==> src/rtl/convolution_index_ctrl.sv <==
// convolution_index_ctrl
// Loop sequencer for 1-D convolution y[n] = sum_k x[k]*h[n-k].
// Takes N/M at start and len_y = N+M-1 from convolution_count, then walks n over
// 0..len_y-1 and, for each n, k over the valid taps. It issues x/h read addresses,
// the MAC clear/enable strobes and the y write-back.
//
// Ports
//   clk        clock, all logic on posedge
//   rsth       synchronous active-high reset
//   start_i    1-cycle start pulse, honoured only in idle
//   size_x_i   N, number of x samples
//   size_h_i   M, number of h taps
//   len_y_i    N+M-1 from convolution_count, sampled one cycle after start
//   busy_o     job in progress (load through last write)
//   done_o     1-cycle pulse, job finished or aborted on bad sizes
//   err_o      sticky length/overflow error, cleared by next accepted start
//   rd_en_o    x/h memory read strobe
//   addr_x_o   x read address k
//   addr_h_o   h read address n-k
//   mac_clr_o  clear accumulator, once per output sample
//   mac_en_o   accumulate, rd_en_o delayed by one cycle (memory read latency)
//   y_we_o     write accumulator into y memory
//   addr_y_o   y write address n
module convolution_index_ctrl #(
  parameter int unsigned DATAWIDTH = 5
) (
  input  logic                 clk,
  input  logic                 rsth,
  input  logic                 start_i,
  input  logic [DATAWIDTH-1:0] size_x_i,
  input  logic [DATAWIDTH-1:0] size_h_i,
  input  logic [DATAWIDTH-1:0] len_y_i,
  output logic                 busy_o,
  output logic                 done_o,
  output logic                 err_o,
  output logic                 rd_en_o,
  output logic [DATAWIDTH-1:0] addr_x_o,
  output logic [DATAWIDTH-1:0] addr_h_o,
  output logic                 mac_clr_o,
  output logic                 mac_en_o,
  output logic                 y_we_o,
  output logic [DATAWIDTH-1:0] addr_y_o
);

  localparam logic [DATAWIDTH-1:0] OneN = DATAWIDTH'(1);
  localparam logic [DATAWIDTH:0]   OneW = (DATAWIDTH + 1)'(1);

  typedef enum logic [2:0] {
    StIdle,
    StLoad,
    StClr,
    StInner,
    StDrain,
    StWrite,
    StFin
  } state_e;

  state_e state_q, state_d;

  logic [DATAWIDTH-1:0] size_x_q, size_x_d;
  logic [DATAWIDTH-1:0] size_h_q, size_h_d;
  logic [DATAWIDTH-1:0] len_q, len_d;
  logic [DATAWIDTH-1:0] n_q, n_d;
  logic [DATAWIDTH-1:0] k_q, k_d;
  logic [DATAWIDTH-1:0] k_hi_q, k_hi_d;
  logic [DATAWIDTH-1:0] ax_q, ax_d;
  logic [DATAWIDTH-1:0] ah_q, ah_d;
  logic [DATAWIDTH-1:0] ay_q, ay_d;
  logic                 err_q, err_d;
  logic                 mac_en_q;

  // Bound arithmetic is done one bit wider so N+M-1 overflow and n-M+1 underflow are visible.
  logic [DATAWIDTH:0] n_w, nx_w, mh_w, len_calc, k_lo_w, k_hi_w;

  always_comb begin
    n_w      = {1'b0, n_q};
    nx_w     = {1'b0, size_x_q};
    mh_w     = {1'b0, size_h_q};
    len_calc = nx_w + mh_w - OneW;
    k_lo_w   = (n_w >= mh_w - OneW) ? (n_w - mh_w + OneW) : '0;
    k_hi_w   = (n_w < nx_w - OneW) ? n_w : (nx_w - OneW);
  end

  always_comb begin
    state_d  = state_q;
    size_x_d = size_x_q;
    size_h_d = size_h_q;
    len_d    = len_q;
    n_d      = n_q;
    k_d      = k_q;
    k_hi_d   = k_hi_q;
    ax_d     = ax_q;
    ah_d     = ah_q;
    ay_d     = ay_q;
    err_d    = err_q;

    unique case (state_q)
      StIdle: begin
        if (start_i) begin
          size_x_d = size_x_i;
          size_h_d = size_h_i;
          err_d    = 1'b0;
          state_d  = StLoad;
        end
      end
      StLoad: begin
        len_d = len_y_i;
        if (size_x_q == '0 || size_h_q == '0) begin
          state_d = StFin;
        end else if (len_calc != {1'b0, len_y_i} || len_calc[DATAWIDTH]) begin
          err_d   = 1'b1;
          state_d = StFin;
        end else begin
          n_d     = '0;
          state_d = StClr;
        end
      end
      StClr: begin
        k_d     = k_lo_w[DATAWIDTH-1:0];
        k_hi_d  = k_hi_w[DATAWIDTH-1:0];
        state_d = StInner;
      end
      StInner: begin
        // Remember the presented addresses so the ports hold them once the strobe drops.
        ax_d = k_q;
        ah_d = n_q - k_q;
        k_d  = k_q + OneN;
        if (k_q == k_hi_q) begin
          state_d = StDrain;
        end
      end
      StDrain: begin
        state_d = StWrite;
      end
      StWrite: begin
        ay_d = n_q;
        if (n_q == len_q - OneN) begin
          state_d = StFin;
        end else begin
          n_d     = n_q + OneN;
          state_d = StClr;
        end
      end
      StFin: begin
        state_d = StIdle;
      end
      default: begin
        state_d = StIdle;
      end
    endcase
  end

  always_ff @(posedge clk) begin
    if (rsth) begin
      state_q  <= StIdle;
      size_x_q <= '0;
      size_h_q <= '0;
      len_q    <= '0;
      n_q      <= '0;
      k_q      <= '0;
      k_hi_q   <= '0;
      ax_q     <= '0;
      ah_q     <= '0;
      ay_q     <= '0;
      err_q    <= 1'b0;
      mac_en_q <= 1'b0;
    end else begin
      state_q  <= state_d;
      size_x_q <= size_x_d;
      size_h_q <= size_h_d;
      len_q    <= len_d;
      n_q      <= n_d;
      k_q      <= k_d;
      k_hi_q   <= k_hi_d;
      ax_q     <= ax_d;
      ah_q     <= ah_d;
      ay_q     <= ay_d;
      err_q    <= err_d;
      mac_en_q <= rd_en_o;
    end
  end

  always_comb begin
    busy_o    = (state_q != StIdle) && (state_q != StFin);
    done_o    = (state_q == StFin);
    err_o     = err_q;
    rd_en_o   = (state_q == StInner);
    mac_clr_o = (state_q == StClr);
    mac_en_o  = mac_en_q;
    y_we_o    = (state_q == StWrite);
    addr_x_o  = rd_en_o ? k_q : ax_q;
    addr_h_o  = rd_en_o ? (n_q - k_q) : ah_q;
    addr_y_o  = y_we_o ? n_q : ay_q;
  end

endmodule
==> config.mk <==
export PLATFORM = sky130hd
export DESIGN_NAME = convolution_index_ctrl
export DESIGN_NICKNAME = d
export VERILOG_FILES = /design/src/rtl/convolution_index_ctrl.sv
export SDC_FILE = /design/constraint.sdc
export NUM_CORES = 1
export LEC_CHECK = 0
export ABC_AREA = 1
export BUFFER_PORTS_ARGS = -buffer_cell sky130_fd_sc_hd__buf_2
export CAP_MARGIN = 0
export CELL_PAD_IN_SITES_DETAIL_PLACEMENT = 0
export CELL_PAD_IN_SITES_GLOBAL_PLACEMENT = 2
export CORE_ASPECT_RATIO = 1.1
export CORE_MARGIN = 2
export CORE_UTILIZATION = 36
export DETAILED_ROUTE_END_ITERATION = 10
export PLACE_DENSITY_LB_ADDON = 0.1
export SYNTH_ARGS = -nofsm -noshare
export SYNTH_HDL_FRONTEND = slang
export SYNTH_SLANG_ARGS = --single-unit
==> constraint.sdc <==
create_clock -name clk -period 4.6 [get_ports clk]
set_input_delay 0.92 -clock clk [delete_from_list [all_inputs] [get_ports clk]]
set_output_delay 0.92 -clock clk [all_outputs]
set_load 0.01 [all_outputs]
Word level (Yosys, flattened, before mapping)
Cells that the tools add are included.

Logic and storage cells: 74. Flip-flop bits (word level): 50. Input bits: 18.

Multiplexer cells: 20. Add/sub/neg operators: 10. Reduce and logical (&&, ||, !) cells: 14. Order comparisons: 2. Equality and inequality tests: 16.

Operators with widths (number): $mux W5 (8); $pmux W5 S2 (2); $pmux W3 S6 (1); $add A5 B1 Y5 const B (3); $mux W3 (5); $sub A5 B1 Y6 const B (2); $eq A5 B5 Y1 (2); $logic_not A5 Y1 (2); $ne A2 B2 Y1 const B (5); $sub A5 B5 Y5 (2); $eq A3 B3 Y1 const B (3); $reduce_and A4 Y1 (2); $add A5 B5 Y6 (1); $eq A3 B2 Y1 const B (2); $ge A5 B6 Y1 (1); $lt A5 B6 Y1 (1); $ne A6 B5 Y1 (1); $reduce_bool A2 Y1 (3); $sub A6 B1 Y6 const B (1); $sub A5 B1 Y5 const B (1); $reduce_and A2 Y1 (2); $eq A3 B1 Y1 const B (1); $logic_not A3 Y1 (1); $mux W1 (3); 6 further kinds (7).

Logic depth before layout (Yosys ltp)
Word-level depth: 7. Gate-level depth with buffers: 18. Mapped depth without buffers: 18.

Least setup slack after synthesis
Ideal clock, no wire load.

Kind: register -> output. Start point: reg n_q[0]. End point: out addr_h_o[4]. Slack: 2.077 ns. Required time: 3.680 ns. Arrival time: 1.603 ns. Buffers on the path: 0. Stages on the path, launching flop included: 8. Cells stage by stage: dfxtp_1 -> inv_2 -> ha_1 -> fa_1 -> o21ai_0 -> xor2_1 -> nand2_1 -> nand2_1.

Longest elaborated chain between the ends: 2.

RTL lines: start, declared (RTL line 63) `logic [DATAWIDTH-1:0] n_q, n_d;`; start signal, assigned (RTL line 172) `n_q <= n_d;`; $sub A5 B5 Y5 (RTL line 192) `addr_h_o = rd_en_o ? (n_q - k_q) : ah_q;`; $mux W5 (RTL line 192); end, declared (RTL line 38) `output logic [DATAWIDTH-1:0] addr_h_o,`.

No other way between the ends.

Worst setup path after layout
Same ends and word-level chain as after synthesis.

==> results.cfg <==
[run_status]
status = completed

[synthesis]
yosys_warnings = 0
synth_edf_count = 0
synth_ff_type = dfxtp_1
synth.avg_cell_area_um2 = 6.991
yosysMostFrequentCell = nand2_1
yosysSeqAreaShare_pct = 28.99
syn_nets = 549
yosysTopAreaCellShare_pct = 28.99
synthTopCellsByCount = nand2_1 (89), inv_1 (71), dfxtp_1 (50)
synth-seq-cells = 50
synthArstFlopShare_pct = 0
synth_cells = 494
yosys-top-cells-area = dfxtp_1 (29%), ha_1 (12%), nand2_1 (9.7%)
yosys.area.top_type = dfxtp_1
ys_types = 35
synth_area_um2 = 3453

[pwr]
p_sw_uw = 976.2
p_comb_share_pct = 55.7
clkPwrFrac_pct = 15.6
power_density_nw_per_um2 = 544.0
peakVddDrop_v = 0.0002029
p_leak_uw = 0.001940
power_frac_seq_pct = 28.7
internal_power_uw = 1124
swShare_pct = 46.49

[sta]
finalWorstPathRequiredPeriod_ns = 3.098
finalSetupViolCount = 0
fin_ws_ns = 1.502
tightest_slew_ns = 0.6655
skew_ns = 0.01447
final_hold_viol_count = 0
fmax_mhz = 322.8
tns_ns = 0
rsz0062_at_grt = false
fin_crit_sh_pct = 67.35
maxSlewViolCount = 0
slew_headroom_pct = 55.58

[clock_tree]
ctsResizeCount = 0
max-clock-path-buffers = 2
clkTransAtPathRegs_ns = 0.11
cts_setup_buffers = 0
h-tree-depth = 2
numClockSinks = 50
cts-root-buf = clkbuf_8
cts_tree = done
cts_inserted_buffers = 5
hold_buffers = 0
insertion_delay_ns = 0.31

[detailed_routing]
drt-wirelength-per-cell_um = 13.85
first_pass_iters = 4
drtIter0Drc = 99
ant_nets = 0
vias = 3137
drt_wl_total_um = 8960
vias_per_cell = 4.849
drcViolationCount = 0

[global_route]
grt_pass1_vias = 3054
grt_max_degree = 31
grt_pass1_wl_um = 15060
overflow = 0
grt_antenna_before_repair = 0
track_usage_pct = 17.76

[cells_and_area]
layout-drive-gt1-share_pct = 16.23
nNetsFinal = 584
syn_to_final_growth_pct = 11.78
antenna_cells = 0

[floorplanning]
start_util_pct = 36.93
dieArea_um2 = 10390
die_h_um = 106.7
die_w_um = 97.39
rows = 37
io_pins = 40
core_um2 = 9351

[place]
place_hpwl_um = 6966
finalWeightedCongestion = 0.8047
port_buffers = 39
pre_cts_slack_ns = 1.849

[setup_path]
path_max_fanout = 7
path_class = reg2out
startpoint_type = flip-flop
crit_arrival_ns = 2.18
critPathRequiredTime_ns = 3.68
endpoint_kind = output pin

[run]
cap_violations = 0

[hold_path]
holdCritPathClass = reg2reg
-- kinds of logic (layout without fill, tap and decap cells) --
group	Yosys count	count (layout)	share of synthesized area, %
AO/OA/AOI/OAI	94	94	14.60
buffers and inverters	96	132	10.72
adder cells (fa/ha/maj)	37	37	14.06
AND/OR/NAND/NOR	195	195	26.05
flip-flops	50	50	28.99
XOR/XNOR	22	22	5.580
-- path summary, 6_finish.rpt --
kind | end | from | slack, ns | cells after the start
worst min register to register | err_o | err_o | 0.47 | 2
worst max-delay path | addr_h_o[4] | n_q[0] | 1.50 | 8
worst min-delay path | err_o | err_o | 0.47 | 2
worst max register to register | n_q[0] | size_h_q[1] | 2.07 | 17
-- layer usage --
layer | vias to the layer above | global-route usage, % | share of wire [%]
met2 | 42 | 31.13 | 48
met5 | - | 0 | 0
met3 | 7 | 2.412 | 2.3
li1 | 1664 | - | -
met4 | 0 | 3.671 | 1.2
met1 | 1424 | 23.43 | 49
-- cell usage in the layout (no fill, tap or decap), drive strengths merged, types with 3 or more instances in the layout --
master / Yosys / routed
nand2: 92 / 92
inv: 84 / 85
dfxtp: 50 / 50
a21oi: 49 / 49
nor2: 42 / 42
buf: 5 / 40
nand3: 37 / 37
ha: 34 / 34
o21ai: 33 / 33
xor2: 13 / 13
or2: 11 / 11
xnor2: 9 / 9
nand4: 7 / 7
a211oi: 6 / 6
clkbuf: 7 / 5
nor3: 5 / 5
fa: 3 / 3
-- area by class of cell --
type / instances / area (µm²)
clock buffers: 5 / 68.82
clock inverters: 3 / 43.79
fillers: 1044 / 5492
inverters: 84 / 315.3
multi-input cells: 348 / 2082
flip-flops and latches: 50 / 1001
well taps: 117 / 146.4
repair buffers: 40 / 202.7
-- worst max-delay path, cell delays in order, from the launching register on --
cell and delay (ns):
dfxtp_1 0.47, inv_2 0.12, ha_1 0.24, fa_1 0.39, o21ai_0 0.22, xor2_1 0.16
nand2_1 0.08, nand2_1 0.06, buf_2 0.12
-- power by group through the flow --
| stage | Combinational, µW | Clock [µW] | Sequential [µW] |
|---|---|---|---|
| final | 1170 | 328 | 603 |
| after detailed placement | 1180 | 0 | 615 |
| after floorplan | 900 | 0 | 587 |
| after CTS | 1190 | 337 | 604 |
| after global routing | 1360 | 350 | 616 |
| after global placement | 1180 | 0 | 614 |
-- flip-flops by register name, summed over array words and instances, names as in the netlist --
| register | flops |
|---|---|
| ax_q | 5 |
| k_hi_q | 5 |
| n_q | 5 |
| state_q | 3 |
| ah_q | 5 |
| mac_en_o | 1 |
| size_h_q | 5 |
| err_o | 1 |
| k_q | 5 |
| size_x_q | 5 |
| ay_q | 5 |
| len_q | 5 |
-- metrics by stage --
| stage | power [µW] | hold slack (ns) | cell area (µm²) | utilization, % | std cells |
|---|---|---|---|---|---|
| CTS | 2127 | 0.4635 | 3860 | 41.28 | 647 |
| floorplan | 1487 | 0.4437 | 3453 | - | 494 |
| global route | 2326 | 0.4849 | 3860 | 41.28 | 647 |
| global placement | 1789 | 0.4516 | 3747 | 40.07 | 639 |
| detailed placement | 1794 | 0.4412 | 3747 | 40.07 | 639 |
| finish | 2100 | 0.4686 | 3860 | 41.28 | 647 |
(Power assumes the default switching activity.)
